## src/rtl/swg_frame_sequencer_pkg.sv

```systemverilog
// swg: shared types for the sliding-window-generator frame sequencer
// Holds the active/shadow configuration struct, register indices, FSM state
// encoding and the read-back extension helpers.
package swg;

    localparam int INCR_W = 11;
    localparam int CNT_W  = 16;

    localparam logic [3:0] REG_CNT_H       = 4'd0;
    localparam logic [3:0] REG_CNT_W       = 4'd1;
    localparam logic [3:0] REG_CNT_KH      = 4'd2;
    localparam logic [3:0] REG_CNT_KW      = 4'd3;
    localparam logic [3:0] REG_CNT_SIMD    = 4'd4;
    localparam logic [3:0] REG_HEAD_SIMD   = 4'd5;
    localparam logic [3:0] REG_HEAD_KW     = 4'd6;
    localparam logic [3:0] REG_HEAD_KH     = 4'd7;
    localparam logic [3:0] REG_HEAD_W      = 4'd8;
    localparam logic [3:0] REG_HEAD_H      = 4'd9;
    localparam logic [3:0] REG_TAIL_W      = 4'd10;
    localparam logic [3:0] REG_TAIL_H      = 4'd11;
    localparam logic [3:0] REG_TAIL_LAST   = 4'd12;
    localparam logic [3:0] REG_LAST_READ   = 4'd13;
    localparam logic [3:0] REG_LAST_WRITE  = 4'd14;
    localparam logic [3:0] REG_CTRL        = 4'd15;

    typedef enum logic [1:0] {
        ST_IDLE  = 2'd0,
        ST_ARMED = 2'd1,
        ST_RUN   = 2'd2
    } swg_state_e;

    typedef struct packed {
        logic        [CNT_W-1:0]  cnt_h;
        logic        [CNT_W-1:0]  cnt_w;
        logic        [CNT_W-1:0]  cnt_kh;
        logic        [CNT_W-1:0]  cnt_kw;
        logic        [CNT_W-1:0]  cnt_simd;
        logic signed [INCR_W-1:0] head_simd;
        logic signed [INCR_W-1:0] head_kw;
        logic signed [INCR_W-1:0] head_kh;
        logic signed [INCR_W-1:0] head_w;
        logic signed [INCR_W-1:0] head_h;
        logic signed [INCR_W-1:0] tail_w;
        logic signed [INCR_W-1:0] tail_h;
        logic signed [INCR_W-1:0] tail_last;
        logic        [CNT_W-1:0]  last_read;
        logic        [CNT_W-1:0]  last_write;
    } swg_cfg_t;

    function automatic logic [31:0] zext_cnt(input logic [CNT_W-1:0] v);
        return 32'(v);
    endfunction

    function automatic logic [31:0] sext_incr(input logic signed [INCR_W-1:0] v);
        return 32'(v);
    endfunction

endpackage

```

## src/rtl/swg_cfg_regfile.sv

```systemverilog
// swg_cfg_regfile: shadow configuration registers and registered read mux
// Ports: ap_clk/ap_rst_n clock and async active-low reset; cfg_we/cfg_addr/
// cfg_wdata register write; ctrl_status CTRL read-back bits from the FSM;
// shadow current shadow configuration; cfg_rdata read data (1-cycle latency).
module swg_cfg_regfile
    import swg::*;
#(
    parameter int INCR_BITWIDTH = INCR_W,
    parameter int CNT_BITWIDTH  = CNT_W
) (
    input  logic        ap_clk,
    input  logic        ap_rst_n,
    input  logic        cfg_we,
    input  logic [3:0]  cfg_addr,
    input  logic [31:0] cfg_wdata,
    input  logic [5:0]  ctrl_status,
    output swg_cfg_t    shadow,
    output logic [31:0] cfg_rdata
);

    swg_cfg_t    shadow_q, shadow_d;
    logic [31:0] cfg_rdata_q, cfg_rdata_d;
    logic        unused_wdata;

    assign unused_wdata = ^cfg_wdata[31:CNT_BITWIDTH];

    always_comb begin
        shadow_d = shadow_q;
        if (cfg_we) begin
            case (cfg_addr)
                REG_CNT_H:      shadow_d.cnt_h      = cfg_wdata[CNT_BITWIDTH-1:0];
                REG_CNT_W:      shadow_d.cnt_w      = cfg_wdata[CNT_BITWIDTH-1:0];
                REG_CNT_KH:     shadow_d.cnt_kh     = cfg_wdata[CNT_BITWIDTH-1:0];
                REG_CNT_KW:     shadow_d.cnt_kw     = cfg_wdata[CNT_BITWIDTH-1:0];
                REG_CNT_SIMD:   shadow_d.cnt_simd   = cfg_wdata[CNT_BITWIDTH-1:0];
                REG_HEAD_SIMD:  shadow_d.head_simd  = cfg_wdata[INCR_BITWIDTH-1:0];
                REG_HEAD_KW:    shadow_d.head_kw    = cfg_wdata[INCR_BITWIDTH-1:0];
                REG_HEAD_KH:    shadow_d.head_kh    = cfg_wdata[INCR_BITWIDTH-1:0];
                REG_HEAD_W:     shadow_d.head_w     = cfg_wdata[INCR_BITWIDTH-1:0];
                REG_HEAD_H:     shadow_d.head_h     = cfg_wdata[INCR_BITWIDTH-1:0];
                REG_TAIL_W:     shadow_d.tail_w     = cfg_wdata[INCR_BITWIDTH-1:0];
                REG_TAIL_H:     shadow_d.tail_h     = cfg_wdata[INCR_BITWIDTH-1:0];
                REG_TAIL_LAST:  shadow_d.tail_last  = cfg_wdata[INCR_BITWIDTH-1:0];
                REG_LAST_READ:  shadow_d.last_read  = cfg_wdata[CNT_BITWIDTH-1:0];
                REG_LAST_WRITE: shadow_d.last_write = cfg_wdata[CNT_BITWIDTH-1:0];
                default:        shadow_d = shadow_q;
            endcase
        end
        case (cfg_addr)
            REG_CNT_H:      cfg_rdata_d = zext_cnt(shadow_q.cnt_h);
            REG_CNT_W:      cfg_rdata_d = zext_cnt(shadow_q.cnt_w);
            REG_CNT_KH:     cfg_rdata_d = zext_cnt(shadow_q.cnt_kh);
            REG_CNT_KW:     cfg_rdata_d = zext_cnt(shadow_q.cnt_kw);
            REG_CNT_SIMD:   cfg_rdata_d = zext_cnt(shadow_q.cnt_simd);
            REG_HEAD_SIMD:  cfg_rdata_d = sext_incr(shadow_q.head_simd);
            REG_HEAD_KW:    cfg_rdata_d = sext_incr(shadow_q.head_kw);
            REG_HEAD_KH:    cfg_rdata_d = sext_incr(shadow_q.head_kh);
            REG_HEAD_W:     cfg_rdata_d = sext_incr(shadow_q.head_w);
            REG_HEAD_H:     cfg_rdata_d = sext_incr(shadow_q.head_h);
            REG_TAIL_W:     cfg_rdata_d = sext_incr(shadow_q.tail_w);
            REG_TAIL_H:     cfg_rdata_d = sext_incr(shadow_q.tail_h);
            REG_TAIL_LAST:  cfg_rdata_d = sext_incr(shadow_q.tail_last);
            REG_LAST_READ:  cfg_rdata_d = zext_cnt(shadow_q.last_read);
            REG_LAST_WRITE: cfg_rdata_d = zext_cnt(shadow_q.last_write);
            default:        cfg_rdata_d = {26'b0, ctrl_status};
        endcase
    end

    always_ff @(posedge ap_clk or negedge ap_rst_n) begin
        if (!ap_rst_n) begin
            shadow_q    <= '0;
            cfg_rdata_q <= '0;
        end else begin
            shadow_q    <= shadow_d;
            cfg_rdata_q <= cfg_rdata_d;
        end
    end

    assign shadow    = shadow_q;
    assign cfg_rdata = cfg_rdata_q;

endmodule

```

## src/rtl/swg_frame_sequencer.sv

```systemverilog
// swg_frame_sequencer: hands feature-map jobs to the window generator and
// swaps in new configurations only at frame boundaries
// Ports: ap_clk/ap_rst_n clock and async active-low reset; cfg_we/cfg_addr/
// cfg_wdata/cfg_rdata register interface; run_valid/run_ready job handshake;
// fm_done end-of-feature-map pulse; cfg_active configuration in use;
// busy high in ARMED or RUN; frame_cnt completed feature maps.
module swg_frame_sequencer
    import swg::*;
#(
    parameter int INCR_BITWIDTH = INCR_W,
    parameter int CNT_BITWIDTH  = CNT_W
) (
    input  logic        ap_clk,
    input  logic        ap_rst_n,
    input  logic        cfg_we,
    input  logic [3:0]  cfg_addr,
    input  logic [31:0] cfg_wdata,
    output logic [31:0] cfg_rdata,
    output logic        run_valid,
    input  logic        run_ready,
    input  logic        fm_done,
    output swg_cfg_t    cfg_active,
    output logic        busy,
    output logic [31:0] frame_cnt
);

    swg_state_e  state_q, state_d;
    swg_cfg_t    cfg_active_q, cfg_active_d, shadow;
    logic        enable_q, enable_d;
    logic        commit_pending_q, commit_pending_d;
    logic        cfg_loaded_q, cfg_loaded_d;
    logic        err_q, err_d;
    logic [31:0] frame_cnt_q, frame_cnt_d;
    logic        ctrl_wr, commit_wr, shadow_wr, apply;

    assign ctrl_wr   = cfg_we && (cfg_addr == REG_CTRL);
    assign commit_wr = ctrl_wr && cfg_wdata[0];
    assign shadow_wr = cfg_we && (cfg_addr != REG_CTRL);

    swg_cfg_regfile #(
        .INCR_BITWIDTH(INCR_BITWIDTH),
        .CNT_BITWIDTH (CNT_BITWIDTH)
    ) u_regfile (
        .ap_clk     (ap_clk),
        .ap_rst_n   (ap_rst_n),
        .cfg_we     (cfg_we),
        .cfg_addr   (cfg_addr),
        .cfg_wdata  (cfg_wdata),
        .ctrl_status({state_q, err_q, cfg_loaded_q, enable_q, commit_pending_q}),
        .shadow     (shadow),
        .cfg_rdata  (cfg_rdata)
    );

    always_comb begin
        state_d     = state_q;
        frame_cnt_d = frame_cnt_q;
        apply       = 1'b0;
        enable_d    = ctrl_wr ? cfg_wdata[1] : enable_q;
        err_d       = (fm_done && state_q != ST_RUN) ? 1'b1 :
                      (ctrl_wr && cfg_wdata[3])      ? 1'b0 : err_q;
        case (state_q)
            ST_IDLE: begin
                // A commit arriving this cycle must land before the first job is offered.
                if (commit_pending_q)
                    apply = 1'b1;
                else if (enable_d && cfg_loaded_q && !commit_wr)
                    state_d = ST_ARMED;
            end
            ST_ARMED: begin
                // An offered job completes its handshake even if enable drops the same cycle.
                if (run_ready)
                    state_d = ST_RUN;
                else if (!enable_d)
                    state_d = ST_IDLE;
            end
            ST_RUN: begin
                if (fm_done) begin
                    frame_cnt_d = frame_cnt_q + 32'd1;
                    apply       = commit_pending_q;
                    state_d     = enable_q ? ST_ARMED : ST_IDLE;
                end
            end
            default: state_d = ST_IDLE;
        endcase
        // The copy uses the pre-edge shadow, so same-cycle writes miss this boundary
        // and stay pending for the next one.
        cfg_active_d     = apply ? shadow : cfg_active_q;
        cfg_loaded_d     = cfg_loaded_q | apply;
        commit_pending_d = commit_wr | (commit_pending_q & ~apply) | (apply & shadow_wr);
    end

    always_ff @(posedge ap_clk or negedge ap_rst_n) begin
        if (!ap_rst_n) begin
            state_q          <= ST_IDLE;
            cfg_active_q     <= '0;
            enable_q         <= 1'b0;
            commit_pending_q <= 1'b0;
            cfg_loaded_q     <= 1'b0;
            err_q            <= 1'b0;
            frame_cnt_q      <= '0;
        end else begin
            state_q          <= state_d;
            cfg_active_q     <= cfg_active_d;
            enable_q         <= enable_d;
            commit_pending_q <= commit_pending_d;
            cfg_loaded_q     <= cfg_loaded_d;
            err_q            <= err_d;
            frame_cnt_q      <= frame_cnt_d;
        end
    end

    assign run_valid  = (state_q == ST_ARMED);
    assign busy       = (state_q != ST_IDLE);
    assign cfg_active = cfg_active_q;
    assign frame_cnt  = frame_cnt_q;

endmodule

```

## config.mk

```make
export PLATFORM = sky130hd
export DESIGN_NAME = swg_frame_sequencer
export DESIGN_NICKNAME = d
export VERILOG_FILES = /design/src/rtl/swg_frame_sequencer_pkg.sv /design/src/rtl/swg_cfg_regfile.sv /design/src/rtl/swg_frame_sequencer.sv
export SDC_FILE = /design/constraint.sdc
export NUM_CORES = 1
export LEC_CHECK = 0
export BUFFER_PORTS_ARGS = -buffer_cell sky130_fd_sc_hd__buf_4
export CAP_MARGIN = 20
export CORE_ASPECT_RATIO = 1.1
export CORE_MARGIN = 1.5
export CORE_UTILIZATION = 55
export CTS_BUF_LIST = sky130_fd_sc_hd__clkbuf_8
export DETAILED_ROUTE_END_ITERATION = 6
export PLACE_DENSITY = 0.78
export SLEW_MARGIN = 20
export SYNTH_ARGS = -nofsm -noshare
export SYNTH_HDL_FRONTEND = slang
export SYNTH_HIERARCHICAL = 1
export SYNTH_SLANG_ARGS = --single-unit
```

## constraint.sdc

```tcl
create_clock -name ap_clk -period 1.9 [get_ports ap_clk]
set_input_delay 0.38 -clock ap_clk [delete_from_list [all_inputs] [get_ports ap_clk]]
set_output_delay 0.38 -clock ap_clk [all_outputs]
set_load 0.01 [all_outputs]
```

==> results of run 1 <==
-- routing by layer --
layer | wire length [um] | vias to the layer above
met1 | 22600 | 6713
met4 | 1940 | 0
met5 | 0 | -
met3 | 3340 | 96
met2 | 25000 | 545
li1 | - | 5762
-- through the flow --
step,TNS [ps],utilization [%]
2_1_floorplan,0,-
3_3_place_gp,-748,65.1
3_5_place_dp,-866,65.1
4_1_cts,-0.0626,69.3
5_1_grt,0,69.3
6_report,0,69.3
-- cell families after synthesis --
| kind of cell | count (synthesis) | share of synthesized area (%) |
|---|---|---|
| multiplexers | 434 | 25.1 |
| AO/OA/AOI/OAI | 122 | 4.55 |
| XOR/XNOR | 31 | 1.40 |
| buffers and inverters | 115 | 3.54 |
| adder cells (fa/ha/maj) | 1 | 0.0644 |
| flip-flops | 455 | 58.6 |
| AND/OR/NAND/NOR | 210 | 6.74 |
-- synthesized netlist by cell type (all sizes together), types with 3 or more instances --
| cell type | number |
|---|---|
| a2111oi | 5 |
| o32a | 4 |
| nand3b | 13 |
| buf | 87 |
| a22oi | 17 |
| o21ai | 9 |
| nor2 | 35 |
| nor3b | 5 |
| o221ai | 3 |
| o22ai | 13 |
| and2 | 7 |
| nor2b | 13 |
| or4b | 5 |
| xor2 | 11 |
| and4 | 4 |
| or4 | 3 |
| inv | 11 |
| nand2b | 6 |
| nand4 | 13 |
| dfrtp | 455 |
| nand3 | 39 |
| nor4 | 3 |
| clkbuf | 17 |
| a221oi | 5 |
| or2 | 5 |
| and3 | 8 |
| a21oi | 29 |
| nand2 | 29 |
| mux2 | 411 |
| a22o | 11 |
| mux2i | 22 |
| a31oi | 5 |
| a32o | 4 |
| nor3 | 10 |
| a221o | 3 |
| or3b | 6 |
| xnor2 | 20 |
-- what timing repair did --
item,CTS,global route
pin swaps,1,0
setup endpoints to repair,2,1
hold buffers,3,0
resized for setup,4,1
endpoints found under the hold margin,29,0
-- layout make-up --
type | instances | area, um2 | area share (%)
tap | 444 | 556 | 2.29
inverter | 11 | 41.3 | 0.170
antenna | 1 | 2.50 | 0.0103
clock inverter | 31 | 139 | 0.573
timing repair buffer | 416 | 3460 | 14.3
clock buffer | 93 | 1280 | 5.28
sequential | 455 | 11400 | 47.0
multi-input combinational | 798 | 7360 | 30.4
-- flip-flops by register name, summed over array words and instances (netlist names) --
name / flops
cfg_loaded_q: 1
err_q: 1
commit_pending_q: 1
frame_cnt: 32
cfg_active: 200
enable_q: 1
u_regfile/cfg_rdata: 17
u_regfile/shadow: 200
state_q: 2
-- power breakdown --
group | internal (uW) | leakage (uW) | switching [uW] | total [uW]
sequential | 12900 | 0.00565 | 2420 | 15300
clock | 4380 | 0.000810 | 3720 | 8090
combinational | 6740 | 0.00489 | 4730 | 11500
total | 24000 | 0.0113 | 10900 | 34900
-- path summary, 6_finish.rpt --
path,endpoint,slack (ps)
worst min-delay path,u_regfile/shadow[182],70
min in group asynchronous,u_regfile/cfg_rdata[15],290
max in group asynchronous,u_regfile/shadow[163],830
worst min register to register,frame_cnt[31],490
worst max-delay path,busy,40
worst max register to register,cfg_active[92],110
-- worst max-delay path: cells and delay by family (launching register included) --
kind | cells | cell delay, ps
buf+inv | 2 | 260
flops | 1 | 380
simple gates | 1 | 240
==> results.cfg, run 1 <==
[logic_synthesis]
synth_top_area_share_pct = 58.6
yosys.cell_types.count = 74
syn_avg_cell_area_um2 = 14.2
ys_dominant_reg_cell = dfrtp_1
ys_seq_elements = 455
synth_nets = 1410
syn_inst = 1368
synth_area_leader_cell = dfrtp_1
synthArstFlopShare_pct = 100
synth_edf_count = 0
syn_area_mm2 = 0.0194
synth_warnings = 6
synthTopCellsByArea = dfrtp_1 59%, mux2_2 23%, buf_4 1.4%
yosysSeqAreaShare_pct = 58.6

[place]
gp_congestion = 0.908
place_ws_ps = -133
place_hpwl_mm = 38.1
io_buffers = 290
placed_cell_area_mm2 = 0.0228
place_inst = 2121

[finish]
final_area_mm2 = 0.0242
stdcell_count = 2249
fin_nets = 1797
layout_commonest_cell = dfrtp_1
final_cell_mix = 454 x dfrtp_1, 399 x mux2_2, 385 x buf_4
syn_to_final_growth_pct = 24.7
nFillCells = 2406
drive_above_1_share_pct = 52.7

[sta]
post-route-period-util_pct = 97.9
rsz0062_at_grt = false
holdWs_ps = 69.1
drv_slew = 0
tightest_slew_ps = 565
fin_worst_skew_ps = 19.5
max_freq_ghz = 0.538
fin_crit_ps = 1860
slew_headroom_pct = 62.2
finalSetupViolations = 0
final-hold-violation-count = 0
setup_slack_ps = 40.5

[floorplanning]
dieWidth_um = 182
die_h_um = 200
io_pins = 307
dieArea_mm2 = 0.0365
fp-row-count = 72
initial_utilization_pct = 55.6
core_mm2 = 0.0350

[flow_run]
drv_cap = 0

[drt]
wl_mm = 52.9
ant_nets = 0
first_pass_iters = 6
drtIter0Drc = 794
drt-vias-per-instance = 5.83
wl_per_cell_um = 23.5
drc = 0
vias = 13100

[global_routing]
grt_max_degree = 77
grt_usage_pct = 29.4
grt_pass1_wl_mm = 81.1
grt_pass1_vias = 13400
gr-usage-met1_pct = 40.7
grt_util_met3_pct = 5.27
antenna_found_initial = 0
met2_usage_pct = 45.9
grt-ovfl-total = 0
busiest_layer = met2

[run_status]
status = completed

[worst_setup_path]
worstSetupPathType = reg -> out
path_common_cell = buf_6
reg2regPathDepth = 5
path_cells = buf_6, or2_4, buf_6
slowest_delay_ps = 380
r2r-start = state_q[1]
crit_fanout = 7
crit_path_top_delay_cell = dfrtp_1
end_kind = output port
crit_path_start_kind = flip-flop
startpoint = state_q[1]
arrival_ps = 1480
worstPathRequired_ps = 1520

[clock_tree]
root_buffer = clkbuf_8
cts_max_level = 3
cts.path.max_buffers = 3
cts_setup_buffers = 0
cts_tree = yes
cts_num_sinks = 455
path_clk_slew_ps = 60
cts_buffers = 73
clk_latency_ps = 600

[hold_path]
holdPathStages = 2
min-delay-start = cfg_wdata[14]
min_path_type = in -> reg

[power_and_ir_drop]
total_power_uw = 34900
power.density_mw_per_mm2 = 1440
p_leak_uw = 0.0113
ir_drop_mv = 1.07
No activity file was read; power rests on OpenSTA's default activity.
==> run 2, diff against run 1 <==
Settings changed: CORE_UTILIZATION 55 to 53.
Clock period 1.9 ns to 1.65 ns, I/O delays scaled along.
==> run 2 against run 1 <==
  * Largest cell class unchanged
  * Count of clock-buffer cells in the layout decreased by 1
  * The run now ends with negative setup slack left
  * Flip-flop and latch count unchanged
  * Via count increased by 6.8%
  * Highest routed layer unchanged
  * Core utilization increased by 3.7 points
  * Hold slack got worse by 39 ps
  * First-iteration DRC count increased by 70%
  * Clock skew increased by 15 ps
  * Critical path type is now reg -> reg
  * Global-route usage increased by 1.1 points
  * Die area increased by 3.7%
  * Routed wire length increased by 15%
==> results.cfg, run 2 (synthesized netlist as in run 1, its figures left out) <==
[run_status]
status = finished with violations
violations = negative setup slack

[worst_setup_path]
rr_endpoint = cfg_active[164]
r2r_slack_ps = -220
path_common_cell = buf_12
crit_fanout = 7
slowest_delay_ps = 430
critPathBufInv = 5
end_kind = flip-flop
critPathTopFamily = buffers and inverters
reg2regPathDepth = 7
path_cells = buf_6, nor3b_4, buf_12, buf_16, buf_12, clkbuf_16, mux2_4
crit_end = cfg_active[164]
worstSetupPathType = reg -> reg
crit_path_start_kind = flip-flop
worstPathRequired_ps = 2120
crit_path_top_delay_cell = dfrtp_2
arrival_ps = 2350
startpoint = state_q[0]
r2r-start = state_q[0]
cp.depth = 7

[drt]
ant_nets = 0
vias = 14000
first_pass_iters = 7
drc = 0
wl_mm = 60.6
drt-vias-per-instance = 5.87
drtIter0Drc = 1349
wl_per_cell_um = 25.4

[global_routing]
antenna_found_initial = 0
grt_usage_pct = 30.5
grt_pass1_vias = 14000
grt-ovfl-total = 0
grt_pass1_wl_mm = 85.9
grt_max_degree = 106

[power_and_ir_drop]
p_switching_uw = 14400
power.density_mw_per_mm2 = 1720
power.share.switching_pct = 31.7
power.share.sequential_pct = 39.8
p_comb_share_pct = 38.4
p_leak_uw = 0.0126
total_power_uw = 45500
intPower_uw = 31100
pwr-share-clk_pct = 21.8
ir_drop_mv = 1.42

[place]
place_hpwl_mm = 39.0
place_ws_ps = -273
io_buffers = 290
gp_congestion = 0.941

[finish]
nFillCells = 2237
drive_above_1_share_pct = 56.0
final_util_pct = 73.0
layout_commonest_cell = dfrtp_1
fin_nets = 1889
final_cell_mix = 452 x dfrtp_1, 406 x buf_4, 228 x mux2_2
syn_to_final_growth_pct = 36.0

[floorplanning]
core_mm2 = 0.0362
fp-row-count = 73
initial_utilization_pct = 53.7
dieArea_mm2 = 0.0378
die_h_um = 204
io_pins = 307
dieWidth_um = 186

[sta]
drv_slew = 0
slew_headroom_pct = 56.6
rsz0062_at_grt = true
setup_slack_ps = -224
post-route-period-util_pct = 114
max_freq_ghz = 0.534
tightest_slew_ps = 649
finalSetupViolations = 218
tns_ps = -25600
fin_crit_ps = 1870
final-hold-violation-count = 0
fin_worst_skew_ps = 34.4

[clock_tree]
root_buffer = clkbuf_8
cts_tree = yes
cts_buffers = 73
cts_max_level = 3
cts.path.max_buffers = 3
cts_num_sinks = 455
clk_latency_ps = 620
path_clk_slew_ps = 70

[hold_path]
holdPathStages = 2
min_path_type = in -> reg

[flow_run]
drv_cap = 0
-- run 2: changes by cell type in the layout (fill, tap and decap cells not counted), moves of 9 or more --
cell	previous run	this run
buf_8	1	12
mux2_2	399	228
buf_6	2	41
mux2_4	1	172
buf_16	0	9
buf_4	385	406
-- run 2: per-layer routing --
| metal | track usage (%) | part of all wire (%) | up-vias |
|---|---|---|---|
| li1 | - | - | 5919 |
| met1 | 43.2 | 42 | 7263 |
| met2 | 47.9 | 48 | 688 |
| met3 | 5.14 | 6.7 | 142 |
| met4 | 10.4 | 3.4 | 0 |
| met5 | 0 | 0 | - |
-- run 2: per-stage QoR --
step | hold WS [ps] | area, um2 | std cells
floorplan | 34.4 | 19400 | 1368
global placement | 319 | 23100 | 2209
detailed placement | 314 | 23100 | 2209
CTS | 0.894 | 25400 | 2368
global route | 15.7 | 26400 | 2385
finish | 30.0 | 26400 | 2386
-- run 2: worst min path at each step --
stage | startpoint | end | slack [ps]
final | cfg_wdata[13] | u_regfile/shadow[149] | 30
after global routing | cfg_wdata[13] | u_regfile/shadow[149] | 20
after CTS | cfg_wdata[13] | u_regfile/shadow[149] | 0.9
after detailed placement | ap_rst_n | cfg_active[129] | 310
after global placement | ap_rst_n | cfg_active[129] | 320
after floorplan | ap_rst_n | cfg_active[0] | 30
-- run 2: power groups by stage --
stage | sequential (uW) | combinational (uW) | clock (uW)
after floorplan | 18000 | 5940 | 0
after global placement | 17800 | 13000 | 0
after detailed placement | 17900 | 13400 | 0
after CTS | 17700 | 15200 | 9950
after global routing | 18400 | 18400 | 10500
final | 18100 | 17500 | 9900
-- run 2: layout make-up --
| class | count | area, um2 | area share, % |
|---|---|---|---|
| Tap cell | 487 | 609 | 2.31 |
| Sequential cell | 455 | 11400 | 43.1 |
| Clock inverter | 34 | 214 | 0.810 |
| Multi-Input combinational cell | 798 | 8140 | 30.8 |
| Clock buffer | 92 | 1270 | 4.79 |
| Inverter | 11 | 41.3 | 0.156 |
| Timing Repair Buffer | 508 | 4740 | 18.0 |
| Antenna cell | 1 | 2.50 | 0.00948 |
-- run 2: what timing repair did --
action                                  in CTS  in global routing
cloned                                      17                  7
pin swaps                                    2                 17
endpoints found under the setup margin     184                233
buffers inserted                            13                 24
hold buffers                                 3                  0
endpoints found under the hold margin      353                  0
gates resized for setup                     46                243
